===== config.mk =====
export PLATFORM = sky130hd
export DESIGN_NAME = jtag_tap_driver
export DESIGN_NICKNAME = d
export VERILOG_FILES = /design/src/rtl/jtag_drv_pkg.sv /design/src/rtl/jtag_tck_gen.sv /design/src/rtl/jtag_tap_driver.sv
export SDC_FILE = /design/constraint.sdc
export NUM_CORES = 1
export LEC_CHECK = 0
export ABC_AREA = 1
export BUFFER_PORTS_ARGS = -buffer_cell sky130_fd_sc_hd__buf_2
export CAP_MARGIN = 40
export CELL_PAD_IN_SITES_DETAIL_PLACEMENT = 0
export CELL_PAD_IN_SITES_GLOBAL_PLACEMENT = 1
export CORE_UTILIZATION = 38
export DETAILED_ROUTE_END_ITERATION = 10
export GPL_ROUTABILITY_DRIVEN = 1
export GPL_TIMING_DRIVEN = 0
export PLACE_DENSITY = 0.83
export SYNTH_ARGS = -nofsm -noshare
export SYNTH_HDL_FRONTEND = slang
export SYNTH_SLANG_ARGS = --single-unit

===== constraint.sdc =====
create_clock -name CLK -period 2.4 [get_ports CLK]
set_clock_uncertainty 0.05 [all_clocks]
set_input_delay 0.24 -clock CLK [delete_from_list [all_inputs] [get_ports CLK]]
set_output_delay 0.24 -clock CLK [all_outputs]
set_load 0.005 [all_outputs]

===== src/rtl/jtag_drv_pkg.sv =====
// rtl/jtag_drv_pkg.sv - op codes, header TMS patterns and TAP instruction codes for the JTAG driver
package jtag_drv_pkg;

    typedef enum logic [1:0] {
        OP_RESET   = 2'b00,
        OP_IDLE    = 2'b01,
        OP_IR_SCAN = 2'b10,
        OP_DR_SCAN = 2'b11
    } jtag_op_e;

    typedef enum logic [2:0] {
        ST_IDLE,
        ST_PRE,
        ST_HDR,
        ST_SHIFT,
        ST_TRL,
        ST_DONE
    } drv_state_e;

    // Header TMS patterns, bit 0 emitted first.
    localparam int HDR_W = 5;
    localparam logic [HDR_W-1:0] HDR_TMS_IR    = 5'b00011;
    localparam logic [HDR_W-1:0] HDR_TMS_DR    = 5'b00001;
    localparam logic [HDR_W-1:0] HDR_TMS_RESET = 5'b11111;
    localparam int HDR_LEN_IR    = 4;
    localparam int HDR_LEN_DR    = 3;
    localparam int HDR_LEN_RESET = 5;

    localparam logic [3:0] INSTR_BYPASS         = 4'hF;
    localparam logic [3:0] INSTR_SAMPLE_PRELOAD = 4'h1;
    localparam logic [3:0] INSTR_IDCODE         = 4'h2;
    localparam logic [3:0] INSTR_BIST           = 4'h3;
    localparam logic [3:0] INSTR_EXTEST         = 4'h4;
    localparam logic [3:0] INSTR_BIST_CONF      = 4'h5;
    localparam logic [3:0] INSTR_BIST_STATUS    = 4'h7;
    localparam logic [3:0] INSTR_INTEST         = 4'h8;
    localparam logic [3:0] INSTR_BIST_USER_TEST = 4'h9;

    function automatic logic hdr_tms(input jtag_op_e op, input int idx);
        logic [HDR_W-1:0] pat;
        logic [HDR_W-1:0] sel;
        case (op)
            OP_IR_SCAN: pat = HDR_TMS_IR;
            OP_DR_SCAN: pat = HDR_TMS_DR;
            OP_RESET:   pat = HDR_TMS_RESET;
            default:    pat = '0;
        endcase
        sel = pat >> idx;
        return sel[0];
    endfunction

    function automatic int hdr_len_of(input jtag_op_e op);
        case (op)
            OP_IR_SCAN: return HDR_LEN_IR;
            OP_DR_SCAN: return HDR_LEN_DR;
            OP_RESET:   return HDR_LEN_RESET;
            default:    return 0;
        endcase
    endfunction

endpackage


===== src/rtl/jtag_tck_gen.sv =====
// rtl/jtag_tck_gen.sv - TCK divider with registered TCK and same-cycle rise/fall strobes
module jtag_tck_gen #(
    parameter int TCK_HALF = 2
) (
    input  logic clk,
    input  logic rst,
    input  logic en,
    input  logic park,
    output logic tck,
    output logic rise,
    output logic fall,
    output logic low_end
);

    localparam int CNT_W = (TCK_HALF > 1) ? $clog2(TCK_HALF) : 1;

    logic [CNT_W-1:0] cnt;
    logic             term;

    // Strobes flag the CLK edge on which TCK toggles; park holds TCK low at the end of a low phase.
    assign term    = en && (cnt == CNT_W'(TCK_HALF - 1));
    assign fall    = term && tck;
    assign low_end = term && !tck;
    assign rise    = low_end && !park;

    always_ff @(posedge clk) begin
        if (rst || !en) begin
            cnt <= '0;
            tck <= 1'b0;
        end else if (term) begin
            cnt <= '0;
            if (fall) begin
                tck <= 1'b0;
            end else if (rise) begin
                tck <= 1'b1;
            end
        end else begin
            cnt <= cnt + CNT_W'(1);
        end
    end

endmodule


===== src/rtl/jtag_tap_driver.sv =====
// rtl/jtag_tap_driver.sv - JTAG master turning host scan commands into TCK/TMS/TDI and capturing TDO
module jtag_tap_driver
    import jtag_drv_pkg::*;
#(
    parameter int TCK_HALF = 2,
    parameter int MAX_LEN  = 16,
    parameter int LEN_W    = 5
) (
    input  logic               CLK,
    input  logic               RST,
    input  logic               CMD_VALID,
    output logic               CMD_READY,
    input  logic [1:0]         CMD_OP,
    input  logic [LEN_W-1:0]   CMD_LEN,
    input  logic [MAX_LEN-1:0] CMD_DATA,
    output logic               RSP_VALID,
    output logic [MAX_LEN-1:0] RSP_DATA,
    output logic               BUSY,
    output logic               TCK,
    output logic               TMS,
    output logic               TDI,
    input  logic               TDO
);

    localparam int NW = $clog2(MAX_LEN + 1);
    localparam int IW = (LEN_W > NW) ? LEN_W : NW;

    drv_state_e         state;
    jtag_op_e           op;
    jtag_op_e           op_in;
    logic [IW-1:0]      n;
    logic [IW-1:0]      hdr_bits;
    logic [IW-1:0]      idx;
    logic [MAX_LEN-1:0] data;
    logic [MAX_LEN-1:0] cap;
    logic               in_tlr;
    logic               run;
    logic [IW-1:0]      len_ext;
    logic [IW-1:0]      n_clamped;
    logic [IW-1:0]      shamt;
    logic               tck_rise;
    logic               tck_fall;
    logic               tck_low_end;

    assign op_in   = jtag_op_e'(CMD_OP);
    assign len_ext = IW'(CMD_LEN);
    // Captured bits enter at the MSB, so the response is right-aligned by MAX_LEN-N.
    assign shamt   = IW'(MAX_LEN) - n;

    always_comb begin
        n_clamped = len_ext;
        if (len_ext == '0) begin
            n_clamped = IW'(1);
        end else if (len_ext > IW'(MAX_LEN)) begin
            n_clamped = IW'(MAX_LEN);
        end
    end

    jtag_tck_gen #(
        .TCK_HALF(TCK_HALF)
    ) u_tck_gen (
        .clk    (CLK),
        .rst    (RST),
        .en     (run),
        .park   (state == ST_DONE),
        .tck    (TCK),
        .rise   (tck_rise),
        .fall   (tck_fall),
        .low_end(tck_low_end)
    );

    always_ff @(posedge CLK) begin
        if (RST) begin
            state     <= ST_IDLE;
            op        <= OP_RESET;
            n         <= '0;
            hdr_bits  <= '0;
            idx       <= '0;
            data      <= '0;
            cap       <= '0;
            in_tlr    <= 1'b1;
            run       <= 1'b0;
            CMD_READY <= 1'b0;
            BUSY      <= 1'b0;
            RSP_VALID <= 1'b0;
            RSP_DATA  <= '0;
            TMS       <= 1'b1;
            TDI       <= 1'b0;
        end else begin
            RSP_VALID <= 1'b0;
            case (state)
                ST_IDLE: begin
                    CMD_READY <= 1'b1;
                    if (CMD_VALID && CMD_READY) begin
                        op        <= op_in;
                        n         <= n_clamped;
                        hdr_bits  <= (op_in == OP_IDLE) ? len_ext : IW'(hdr_len_of(op_in));
                        idx       <= '0;
                        data      <= CMD_DATA;
                        cap       <= '0;
                        CMD_READY <= 1'b0;
                        BUSY      <= 1'b1;
                        TDI       <= 1'b0;
                        if (op_in == OP_IDLE && CMD_LEN == '0) begin
                            state <= ST_DONE;
                            run   <= 1'b0;
                        end else begin
                            run <= 1'b1;
                            if (in_tlr && (op_in == OP_IR_SCAN || op_in == OP_DR_SCAN)) begin
                                state <= ST_PRE;
                                TMS   <= 1'b0;
                            end else begin
                                state <= ST_HDR;
                                TMS   <= hdr_tms(op_in, 0);
                            end
                        end
                    end
                end
                ST_PRE: begin
                    if (tck_fall) begin
                        state <= ST_HDR;
                        idx   <= '0;
                        TMS   <= hdr_tms(op, 0);
                    end
                end
                ST_HDR: begin
                    if (tck_fall) begin
                        if (idx != hdr_bits - IW'(1)) begin
                            idx <= idx + IW'(1);
                            TMS <= hdr_tms(op, int'(idx) + 1);
                        end else if (op == OP_RESET) begin
                            state  <= ST_DONE;
                            in_tlr <= 1'b1;
                        end else if (op == OP_IDLE) begin
                            state  <= ST_DONE;
                            in_tlr <= 1'b0;
                        end else begin
                            state <= ST_SHIFT;
                            idx   <= '0;
                            TMS   <= (n == IW'(1));
                            TDI   <= data[0];
                            data  <= data >> 1;
                        end
                    end
                end
                ST_SHIFT: begin
                    if (tck_rise) begin
                        cap <= {TDO, cap[MAX_LEN-1:1]};
                    end
                    if (tck_fall) begin
                        if (idx != n - IW'(1)) begin
                            idx  <= idx + IW'(1);
                            TMS  <= ((idx + IW'(2)) == n);
                            TDI  <= data[0];
                            data <= data >> 1;
                        end else begin
                            state <= ST_TRL;
                            idx   <= '0;
                            TMS   <= 1'b1;
                            TDI   <= 1'b0;
                        end
                    end
                end
                ST_TRL: begin
                    if (tck_fall) begin
                        if (idx == '0) begin
                            idx <= IW'(1);
                            TMS <= 1'b0;
                        end else begin
                            state  <= ST_DONE;
                            in_tlr <= 1'b0;
                        end
                    end
                end
                ST_DONE: begin
                    if (!run || tck_low_end) begin
                        state     <= ST_IDLE;
                        run       <= 1'b0;
                        BUSY      <= 1'b0;
                        CMD_READY <= 1'b1;
                        RSP_VALID <= 1'b1;
                        RSP_DATA  <= cap >> shamt;
                    end
                end
                default: begin
                    state <= ST_IDLE;
                end
            endcase
        end
    end

endmodule


==> summary.txt, run 1 <==
Floorplanning
  • Initial core utilization: 39.63%
  • I/O Pins: 49
  • Core area: 12210 um^2
  • Die footprint: 13190 um^2
  • Row Count: 40
  • Die Wd: 114.9 um
  • Die height: 114.9 um

Setup path
  • CP startpoint kind: register
  • Critical path data arrival time: 2450 ps
  • Critical path endpoint category: register
  • R2R setup slack: 150 ps
  • CP max stage cell: dfxtp_1
  • Kind of cell adding the most delay to the critical path: buffers and inverters
  • WP buf/inv: 7
  • Cells on worst reg2reg path: 16
  • CP Depth: 16
  • Slowest stage delay, CP: 350 ps
  • CP Max Fanout: 17
  • R2r startpoint: n[0]
  • Req. time, crit path: 2590 ps
  • Crit path cell chain: buf_6, inv_4, ha_1, buf_4, inv_2, nand2_1, nand4_1, nor2_1, nand2_2, nor2_4, nor2_8, inv_4, buf_12, nand2_2, inv_2, nor2_2
  • Setup CP Type: register to register
  • RR Endpoint: data[11]

Worst hold path
  • WHS Path Cells: 3
  • Worst Hold Path EP: cap[15]
  • Tightest Hold Check Type: input pin to register
  • Hold path startpoint: TDO

Timing
  • Final hold violation count: 0
  • Final period util: 93.88%
  • Max-slew violations: 0
  • RSZ-0062 raised after global routing: false
  • Min setup slack post-route: 146.9 ps
  • Worst slew pin tran: 627.2 ps
  • Tmin final: 2253 ps
  • Rel. slew slack: 58.19%
  • FMAX: 443.8 MHz
  • Final setup violation count: 0

Logic synthesis
  • Synth Flop Type: dfxtp_1
  • Count leader, synth: nand2_1
  • Unique cell type count in the Yosys netlist: 45
  • Seq/Total Area, Yosys: 31.85%
  • Syn avg cell area: 6.277 um^2
  • Mapped Area: 4840 um^2
  • Yosys top cell area share: 31.85%
  • EDFF count, synth: 0
  • Mapped Cells: 771
  • Post-synth top area cell: dfxtp_1
  • Mapped Nets: 808
  • Synth warn: 0
  • Post-synthesis register bit count: 77
  • Post-synth top cells: 245 x nand2_1, 79 x inv_1, 77 x dfxtp_1
  • Ys async rst share: 0%
  • Largest cells by area after synthesis: dfxtp_1 32%, nand2_1 19%, o21ai_0 6.3%

Route
  • DRC viols: 0
  • Final WL: 12.82 mm
  • Vias per inst: 4.877
  • 1st-iter DRT viols: 253
  • DR pass1 iterations: 7
  • WL per Instance: 12.79 um
  • Post-DRT Antenna Nets: 0
  • Vias: 4887

Global routing
  • Gr usage total: 20.53%
  • Gr ovfl total: 0
  • First-pass GRT wire length: 21.26 mm
  • Initial antenna violation count: 0
  • Pin count of the biggest net entering global routing: 18
  • Vias in the first global route: 4471

Clocking
  • Root Driver: clkbuf_16
  • # hold bufs at CTS: 0
  • CTS Buf Count: 9
  • CTS clk-pin slew, worst paths: 60 ps
  • TritonCTS clock tree: built
  • Htree depth: 3
  • Sink Count: 77
  • Worst-Skew Late Latency: 350 ps
  • Clock Tree Buf Depth: 2

Pwr
  • Switch share: 44.71%
  • Switching power: 0.002788 W
  • Logic pwr share: 49.9%
  • Internal power: 0.003448 W
  • Clock share of power: 21.7%
  • Leakage: 2.773 nW
  • PD cells: 1114 nW/um^2
  • Power share of the sequential group: 28.4%
  • Power consumption: 0.006236 W
  • Worst vdd ir: 0.0003444 V

Finish
  • Filler Cell Count: 1342
  • Post-layout instance area: 5599 um^2
  • Antenna diodes: 0
  • Final net count: 868
  • Layout cells sized above 1: 18.11%
  • P&R area growth vs syn: 15.69%

Job
  • Max Cap Viol: 0

Outcome
  • Status: completed

Place
  • IO Port Bufs: 47
  • RD Place Congestion: 0.8951
  • Pre-CTS setup slack: -238.2 ps
  • DPL Wire Length: 9.810 mm
  • Placed inst area: 5285 um^2
## worst max-delay path by stage
stage                     start          end  slack (ps)
after floorplan            n[0]     data[10]         170
after global placement     n[0]  RSP_DATA[9]        -200
after detailed placement   n[0]  RSP_DATA[9]        -240
after CTS                  n[0]     data[11]          30
after global routing       n[0]     data[15]           4
final                      n[0]     data[11]         150
## flip-flops by register name, indices dropped and copies added, names as in the netlist, 2 cells and up
name	cells
state	3
hdr_bits	5
RSP_DATA	16
n	5
idx	5
op	2
data	16
cap	16
## metal layers
metal	vias to the layer above	track usage (%)	wire length, um
met1	2245	27.23	6200
li1	2547	-	-
met5	-	0	0
met4	0	9.437	296
met3	18	3.426	444
met2	77	32.61	5874
## cells by family (layout without fill, tap and decap cells)
kind of cell | count (synthesis) | after routing | synth area share (%)
simple gates | 405 | 405 | 36.89
buf+inv | 135 | 198 | 11.56
compound gates | 134 | 134 | 15.10
flops | 77 | 77 | 31.85
fa+ha+maj | 10 | 10 | 2.585
xor+xnor | 8 | 8 | 1.603
mux | 2 | 2 | 0.4137
## power by group through the flow
stage	registers, W	clock network, W	logic (W)
detailed placement	0.00179	0	0.00306
global placement	0.00179	0	0.00301
global route	0.00181	0.00143	0.00357
finish	0.00177	0.00135	0.00311
floorplan	0.00173	0	0.00244
CTS	0.00177	0.00138	0.00309
## worst min-delay path: cells and delay by family
family,cells,cell delay [ps]
AO/OA/AOI/OAI,1,50
AND/OR/NAND/NOR,1,80
buffers and inverters,1,70
## cell type report
class / count / area [um^2] / area share [%]
Multi-Input combinational cell: 559 / 2746 / 49.05
Clock inverter: 2 / 35.03 / 0.6257
Tap cell: 168 / 210.2 / 3.754
Inverter: 103 / 391.6 / 6.994
Timing Repair Buffer: 50 / 257.7 / 4.603
Buffer: 31 / 170.2 / 3.039
Clock buffer: 12 / 246.5 / 4.402
Sequential cell: 77 / 1541 / 27.53
## what timing repair did
action | in CTS | in global routing
setup buffers | 1 | 2
setup endpoints to repair | 35 | 24
gates resized for setup | 4 | 6
endpoints found under the hold margin | 0 | 0
pin swaps | 1 | 1
## cells in the final DEF (no fill, tap or decap), drive strengths merged, types with 2 or more instances in the layout
cell type and instances:
xor2 6, nor2 78, nand4 2, ha 10, a22oi 3, mux2i 2
xnor2 2, o21ai 63, or2 4, o211ai 4, dfxtp 77, buf 66
a211oi 7, nor3 7, nand2 263, inv 103, clkbuf 27, a21oi 51
nand3 51
## stage by stage
step	util [%]	setup TNS [ps]	instances	hold WS [ps]
floorplan	-	0	771	330.7
global route	45.85	0	1002	135.5
finish	45.85	0	1002	81.13
detailed placement	43.28	-3982	986	355.4
global placement	43.28	-2983	986	350.9
CTS	45.66	0	1000	77.96
(Power assumes the default switching activity.)
==> inputs of run 2 (changes only) <==
Settings changed: BUFFER_PORTS_ARGS -buffer_cell sky130_fd_sc_hd__buf_2 to -buffer_cell sky130_fd_sc_hd__clkbuf_2.
==> run 2 against run 1 <==
  * Power shrank 1.9%
  * Routed wire length shrank 1.4%
  * Critical endpoint unchanged
  * Sequential cell count is the same
  * Sequential power is essentially flat
  * Worst setup slack gained 33 ps
  * Combinational power is essentially flat
  * Register-to-register slack gained 30 ps
  * Fmax grew 1.5%
  * Die area is the same
  * First-iteration DRC count shrank 0.79%
  * Critical path type unchanged
  * Hold slack gained 2.3 ps
==> summary.txt, run 2 (same netlist as run 1, synthesis figures left out) <==
Timing
  • RSZ-0062 raised after global routing: false
  • Rel. slew slack: 60.44% (+2.3 points)
  • FMAX: 450.4 MHz (+1.5%)
  • Worst slew pin tran: 593.4 ps (-33.86 ps)
  • Final hold violation count: 0 (unchanged)
  • Final hold slack: 83.38 ps (+2.254 ps)
  • Tmin final: 2220 ps (-32.90 ps)
  • Min setup slack post-route: 179.8 ps (+32.90 ps)
  • Final period util: 92.51% (-1.4 points)
  • Final setup violation count: 0 (unchanged)
  • Total Neg Setup Slack: 0 ps (unchanged)
  • Max-slew violations: 0 (unchanged)

Setup path
  • WP buf/inv: 7 (unchanged)
  • Setup CP Type: register to register
  • CP max stage cell: dfxtp_1
  • CP Depth: 16 (unchanged)
  • Critical path endpoint category: register
  • Kind of cell adding the most delay to the critical path: buffers and inverters
  • Cells on worst reg2reg path: 16 (unchanged)
  • Crit. Startpoint: n[0]
  • Crit path cell chain: buf_6, inv_4, ha_1, buf_4, inv_2, nand2_1, nand4_1, nor2_2, nand2_2, nor2_4, nor2_8, inv_4, buf_12, nand2_2, inv_2, nor2_2
  • Req. time, crit path: 2590 ps (about the same)
  • R2R setup slack: 180 ps (+30 ps)
  • R2r startpoint: n[0]
  • Critical path data arrival time: 2410 ps (-40 ps)
  • CP Max Fanout: 17 (unchanged)
  • CP Capture Point: data[11]
  • Slowest stage delay, CP: 340 ps (about the same)
  • CP startpoint kind: register
  • RR Endpoint: data[11]

Clocking
  • Sink Count: 77 (unchanged)
  • Htree depth: 3 (unchanged)
  • TritonCTS clock tree: built
  • Clock Tree Buf Depth: 2 (unchanged)
  • CTS Buf Count: 9 (unchanged)
  • Root Driver: clkbuf_16
  • Worst-Skew Late Latency: 350 ps (about the same)
  • # hold bufs at CTS: 0 (unchanged)
  • CTS clk-pin slew, worst paths: 60 ps (about the same)

Place
  • Pre-CTS setup slack: -238.3 ps (-0.04400 ps)
  • Cells after DPL: 986 (unchanged)
  • RD Place Congestion: 0.8969 (+0.20%)
  • DPL Wire Length: 9.783 mm (-0.28%)
  • IO Port Bufs: 47 (unchanged)

Global routing
  • First-pass GRT wire length: 21.07 mm (-0.87%)
  • Gr usage total: 20.56% (+0.034 points)
  • Gr ovfl total: 0 (unchanged)
  • Pin count of the biggest net entering global routing: 18 (unchanged)
  • Vias in the first global route: 4441 (-0.67%)
  • Initial antenna violation count: 0 (unchanged)

Route
  • Met1 Wirelength: 6.109 mm (-1.5%)
  • 1st-iter DRT viols: 251 (-0.79%)
  • DRC viols: 0 (unchanged)
  • Met3 wire len: 447 um (+0.68%)
  • Post-DRT Antenna Nets: 0 (unchanged)
  • DR WL met2: 5.850 mm (-0.41%)
  • Vias per inst: 4.850 (-0.55%)
  • Final WL: 12.64 mm (-1.4%)
  • DR pass1 iterations: 5 (-2)
  • WL per Instance: 12.60 um (-1.5%)
  • Vias: 4865 (-0.45%)
  • Top Metal Used: met4

Finish
  • Final net count: 868 (unchanged)
  • Layout cells sized above 1: 18.20% (+0.098 points)
  • Antenna diodes: 0 (unchanged)
  • Final Non-Filler Cells: 1003 (+0.10%)
  • Register area: 1541 um^2 (unchanged)
  • Biggest regs: RSP_DATA: 16 flops, cap: 16 flops, data: 16 flops
  • Commonest non-fill, non-tap cell in the layout: nand2_1
  • P&R area growth vs syn: 15.31%
  • Filler Cell Count: 1357 (+1.1%)
  • Commonest cells after routing, fill and taps aside: 244 x nand2_1, 78 x inv_1, 77 x dfxtp_1, 60 x o21ai_0, 59 x nor2_1
  • Multi-input logic area: 2749 um^2 (about the same)

Floorplanning
  • Die height: 114.9 um (unchanged)
  • Row Count: 40 (unchanged)
  • Initial core utilization: 39.63% (unchanged)
  • Core area: 12210 um^2 (unchanged)
  • I/O Pins: 49 (unchanged)
  • Die footprint: 13190 um^2 (unchanged)
  • Die Wd: 114.9 um (unchanged)

Pwr
  • Leakage: 2.752 nW (-0.77%)
  • Worst vdd ir: 0.0005208 V (+51%)
  • PD cells: 1096 nW/um^2 (-1.6%)

Outcome
  • Status: completed

Job
  • Max Cap Viol: 0 (unchanged)

Worst hold path
  • Tightest Hold Check Type: input pin to register
[run 2: changes by cell type in the layout (fill, tap and decap cells not counted), sizes merged]
cell / before / now
buf: 66 / 19
bufinv: 1 / 0
clkbuf: 27 / 75
clkinv: 1 / 2
[run 2: how the worst min path moves through the flow]
stage	start	endpoint	slack [ps]	cells past startpoint
detailed placement	u_tck_gen.cnt	u_tck_gen.cnt	350	1
global placement	u_tck_gen.cnt	u_tck_gen.cnt	350	1
CTS	TDO	cap[15]	90	3
global route	CMD_LEN[4]	n[4]	110	3
finish	TDO	cap[15]	80	3
floorplan	TDO	cap[15]	330	2
[run 2: layout make-up]
cell class / instances / area share, %
Multi-Input combinational cell: 559 / 49.26
Clock inverter: 2 / 0.1794
Clock buffer: 13 / 4.484
Inverter: 103 / 7.018
Tap cell: 168 / 3.767
Buffer: 31 / 3.049
Sequential cell: 77 / 27.62
Timing Repair Buffer: 50 / 4.619
[run 2: where the power goes]
group	switching, W	internal, W	leakage [nW]
Clock	0.000521	0.000720	0.129
Sequential	0.000222	0.00155	0.628
Combinational	0.00202	0.00108	1.99
[run 2: through the flow]
stage               utilization (%)  cell area (um^2)  power [W]
floorplan                         -              4840   0.004166
global placement              43.28              5285   0.004799
detailed placement            43.28              5285   0.004849
CTS                           45.48              5554   0.006123
global route                  45.70              5580   0.006707
finish                        45.70              5580   0.006116
[run 2: what timing repair did]
action / CTS / global route
setup endpoints to repair: 35 / 31
resized for setup: 4 / 7
pin swaps: 1 / 1
buffers inserted: 1 / 2
[run 2: worst register-to-register path, stage by stage (launching register included)]
cell	delay, ps
dfxtp_1	340
buf_6	120
inv_4	70
ha_1	280
buf_4	150
inv_2	80
nand2_1	70
nand4_1	100
nor2_2	120
nand2_2	100
nor2_4	170
nor2_8	80
inv_4	100
buf_12	140
nand2_2	60
inv_2	50
nor2_2	30
[run 2: routing by layer]
layer / up-vias / global-route usage (%)
li1: 2549 / -
met1: 2234 / 26.78
met2: 68 / 33.01
met3: 14 / 4.692
met4: 0 / 7.965
met5: - / 0
==> inputs of run 3 (changes only) <==
Settings changed: SETUP_SLACK_MARGIN set to 0.4.
==> run 3 against run 2 <==
  * Clock-buffer cell count shrank 2
  * Clock power grew 22%
  * Largest cell class unchanged
  * Final area grew 11%
  * Die area is the same
  * Sequential power is essentially flat
  * Cell count grew 2.5%
  * Via count grew 4.6%
==> summary.txt, run 3 (same netlist as run 1, synthesis figures left out) <==
Clocking
  • TritonCTS clock tree: built
  • Root Driver: clkbuf_16
  • # hold bufs at CTS: 0 (unchanged)
  • Clock Tree Buf Depth: 2 (unchanged)
  • Sink Count: 77 (unchanged)
  • Worst-Skew Late Latency: 340 ps (about the same)
  • CTS clk-pin slew, worst paths: 60 ps (about the same)
  • CTS Buf Count: 9 (unchanged)
  • Htree depth: 3 (unchanged)

Place
  • IO Port Bufs: 47 (unchanged)
  • DPL Wire Length: 9.772 mm (-0.11%)
  • RD Place Congestion: 0.8826 (-1.6%)

Finish
  • Antenna diodes: 0 (unchanged)
  • Layout cells sized above 1: 27.21% (+9.0 points)
  • Biggest regs: RSP_DATA: 16 flops, cap: 16 flops, data: 16 flops
  • Commonest cells after routing, fill and taps aside: 227 x nand2_1, 75 x dfxtp_1, 70 x inv_1, 56 x nor2_1, 51 x clkbuf_2
  • Final net count: 892 (+2.8%)
  • Filler Cell Count: 1262 (-7.0%)
  • P&R area growth vs syn: 28.23%
  • Commonest non-fill, non-tap cell in the layout: nand2_1

Timing
  • RSZ-0062 raised after global routing: true
  • Final hold slack: 90.13 ps (+6.748 ps)
  • Max-slew violations: 0 (unchanged)
  • Tmin final: 2132 ps (-87.67 ps)
  • Worst slew pin tran: 625.2 ps (+31.87 ps)
  • Final setup violation count: 0 (unchanged)
  • Final period util: 88.85% (-3.7 points)
  • Total Neg Setup Slack: 0 ps (unchanged)
  • FMAX: 468.9 MHz (+4.1%)
  • Final hold violation count: 0 (unchanged)
  • Rel. slew slack: 58.32% (-2.1 points)

Floorplanning
  • Initial core utilization: 39.63% (unchanged)
  • Row Count: 40 (unchanged)
  • I/O Pins: 49 (unchanged)
  • Die footprint: 13190 um^2 (unchanged)
  • Core area: 12210 um^2 (unchanged)
  • Die Wd: 114.9 um (unchanged)
  • Die height: 114.9 um (unchanged)

Route
  • Vias per inst: 4.951 (+2.1%)
  • Post-DRT Antenna Nets: 0 (unchanged)
  • Final WL: 13.48 mm (+6.7%)
  • 1st-iter DRT viols: 246 (-2.0%)
  • Vias: 5090 (+4.6%)
  • DR pass1 iterations: 5 (unchanged)
  • WL per Instance: 13.11 um (+4.1%)
  • DRC viols: 0 (unchanged)

Job
  • Max Cap Viol: 0 (unchanged)

Global routing
  • Vias in the first global route: 4601 (+3.6%)
  • Initial antenna violation count: 0 (unchanged)
  • Gr ovfl total: 0 (unchanged)
  • Gr usage total: 21.04% (+0.48 points)
  • Pin count of the biggest net entering global routing: 14 (-4)
  • First-pass GRT wire length: 21.89 mm (+3.9%)

Setup path
  • Critical path data arrival time: 2320 ps (-90 ps)
  • CP Max Fanout: 5 (-12)
  • CP startpoint kind: register
  • Cells on worst reg2reg path: 18 (+2)
  • Critical path endpoint category: register
  • Setup CP Type: register to register
  • Req. time, crit path: 2590 ps (about the same)

Pwr
  • PD cells: 1207 nW/um^2 (+10%)
  • Leakage: 2.991 nW (+8.7%)
  • Worst vdd ir: 0.0004745 V (-8.9%)

Worst hold path
  • Tightest Hold Check Type: input pin to register
  • WHS Path Cells: 3 (unchanged)

Outcome
  • Status: completed
-- run 3: cell count changes in the layout (fill, tap and decap cells not counted), sizes merged --
cell	before	now
bufinv	0	2
buf	19	44
clkbuf	75	72
inv	103	102
clkinvlp	0	2
-- run 3: path summary, 6_finish.rpt --
path | start | end | slack [ps]
setup / recovery | n[0] | data[11] | 270
hold / removal | TDO | cap[15] | 90
setup reg to reg | n[0] | data[11] | 270
hold reg to reg | u_tck_gen.cnt | u_tck_gen.cnt | 370
-- run 3: metrics by stage --
| stage | power [W] | area (um^2) | std cells | setup WS, ps | util [%] |
|---|---|---|---|---|---|
| floorplan | 0.004220 | 4873 | 771 | 353.4 | - |
| global placement | 0.004859 | 5319 | 986 | 122.2 | 43.56 |
| detailed placement | 0.004925 | 5319 | 986 | 79.42 | 43.56 |
| CTS | 0.006943 | 5899 | 1019 | 262.4 | 48.31 |
| global route | 0.008089 | 6206 | 1028 | 133.3 | 50.82 |
| finish | 0.007493 | 6206 | 1028 | 267.5 | 50.82 |
-- run 3: what timing repair did --
action,4_1_cts,5_1_grt
gates cloned,1,0
setup endpoints to repair,40,53
buffers inserted,16,9
gates resized for setup,33,90
pin swaps,9,19
-- run 3: final cells by class --
cell class                      count  area (um^2)  area share (%)
Clock buffer                       11        242.7           3.911
Multi-Input combinational cell    559         3019           48.65
Inverter                          103        401.6           6.472
Timing Repair Buffer               73        486.7           7.843
Sequential cell                    77         1544           24.88
Clock inverter                      5        83.83           1.351
Tap cell                          168        210.2           3.387
Buffer                             32        217.7           3.508
-- run 3: routing by layer --
layer / part of all wire (%) / global-route usage (%)
met1: 46 / 28.17
met2: 48 / 34.70
met3: 4.5 / 3.374
met4: 1.4 / 6.494
met5: 0 / 0
-- run 3: critical path, cell delays in order, from the launching register on --
cell and delay [ps]:
dfxtp_2 350, buf_8 110, inv_8 30, buf_8 110
ha_4 250, buf_6 100, inv_4 30, nand2_2 50
nand4_1 70, nor2_1 120, nand2_2 100, nor2_4 190
nor2_8 60, clkinv_4 70, buf_12 100, buf_12 120
nand2_2 50, inv_2 50, nor2_2 30
-- run 3: where the power goes --
group	leakage (nW)	internal [W]	switching (W)
sequential	0.629	0.00155	0.000229
clock	0.152	0.000942	0.000569
combinational	2.21	0.00172	0.00248
total	2.99	0.00421	0.00328
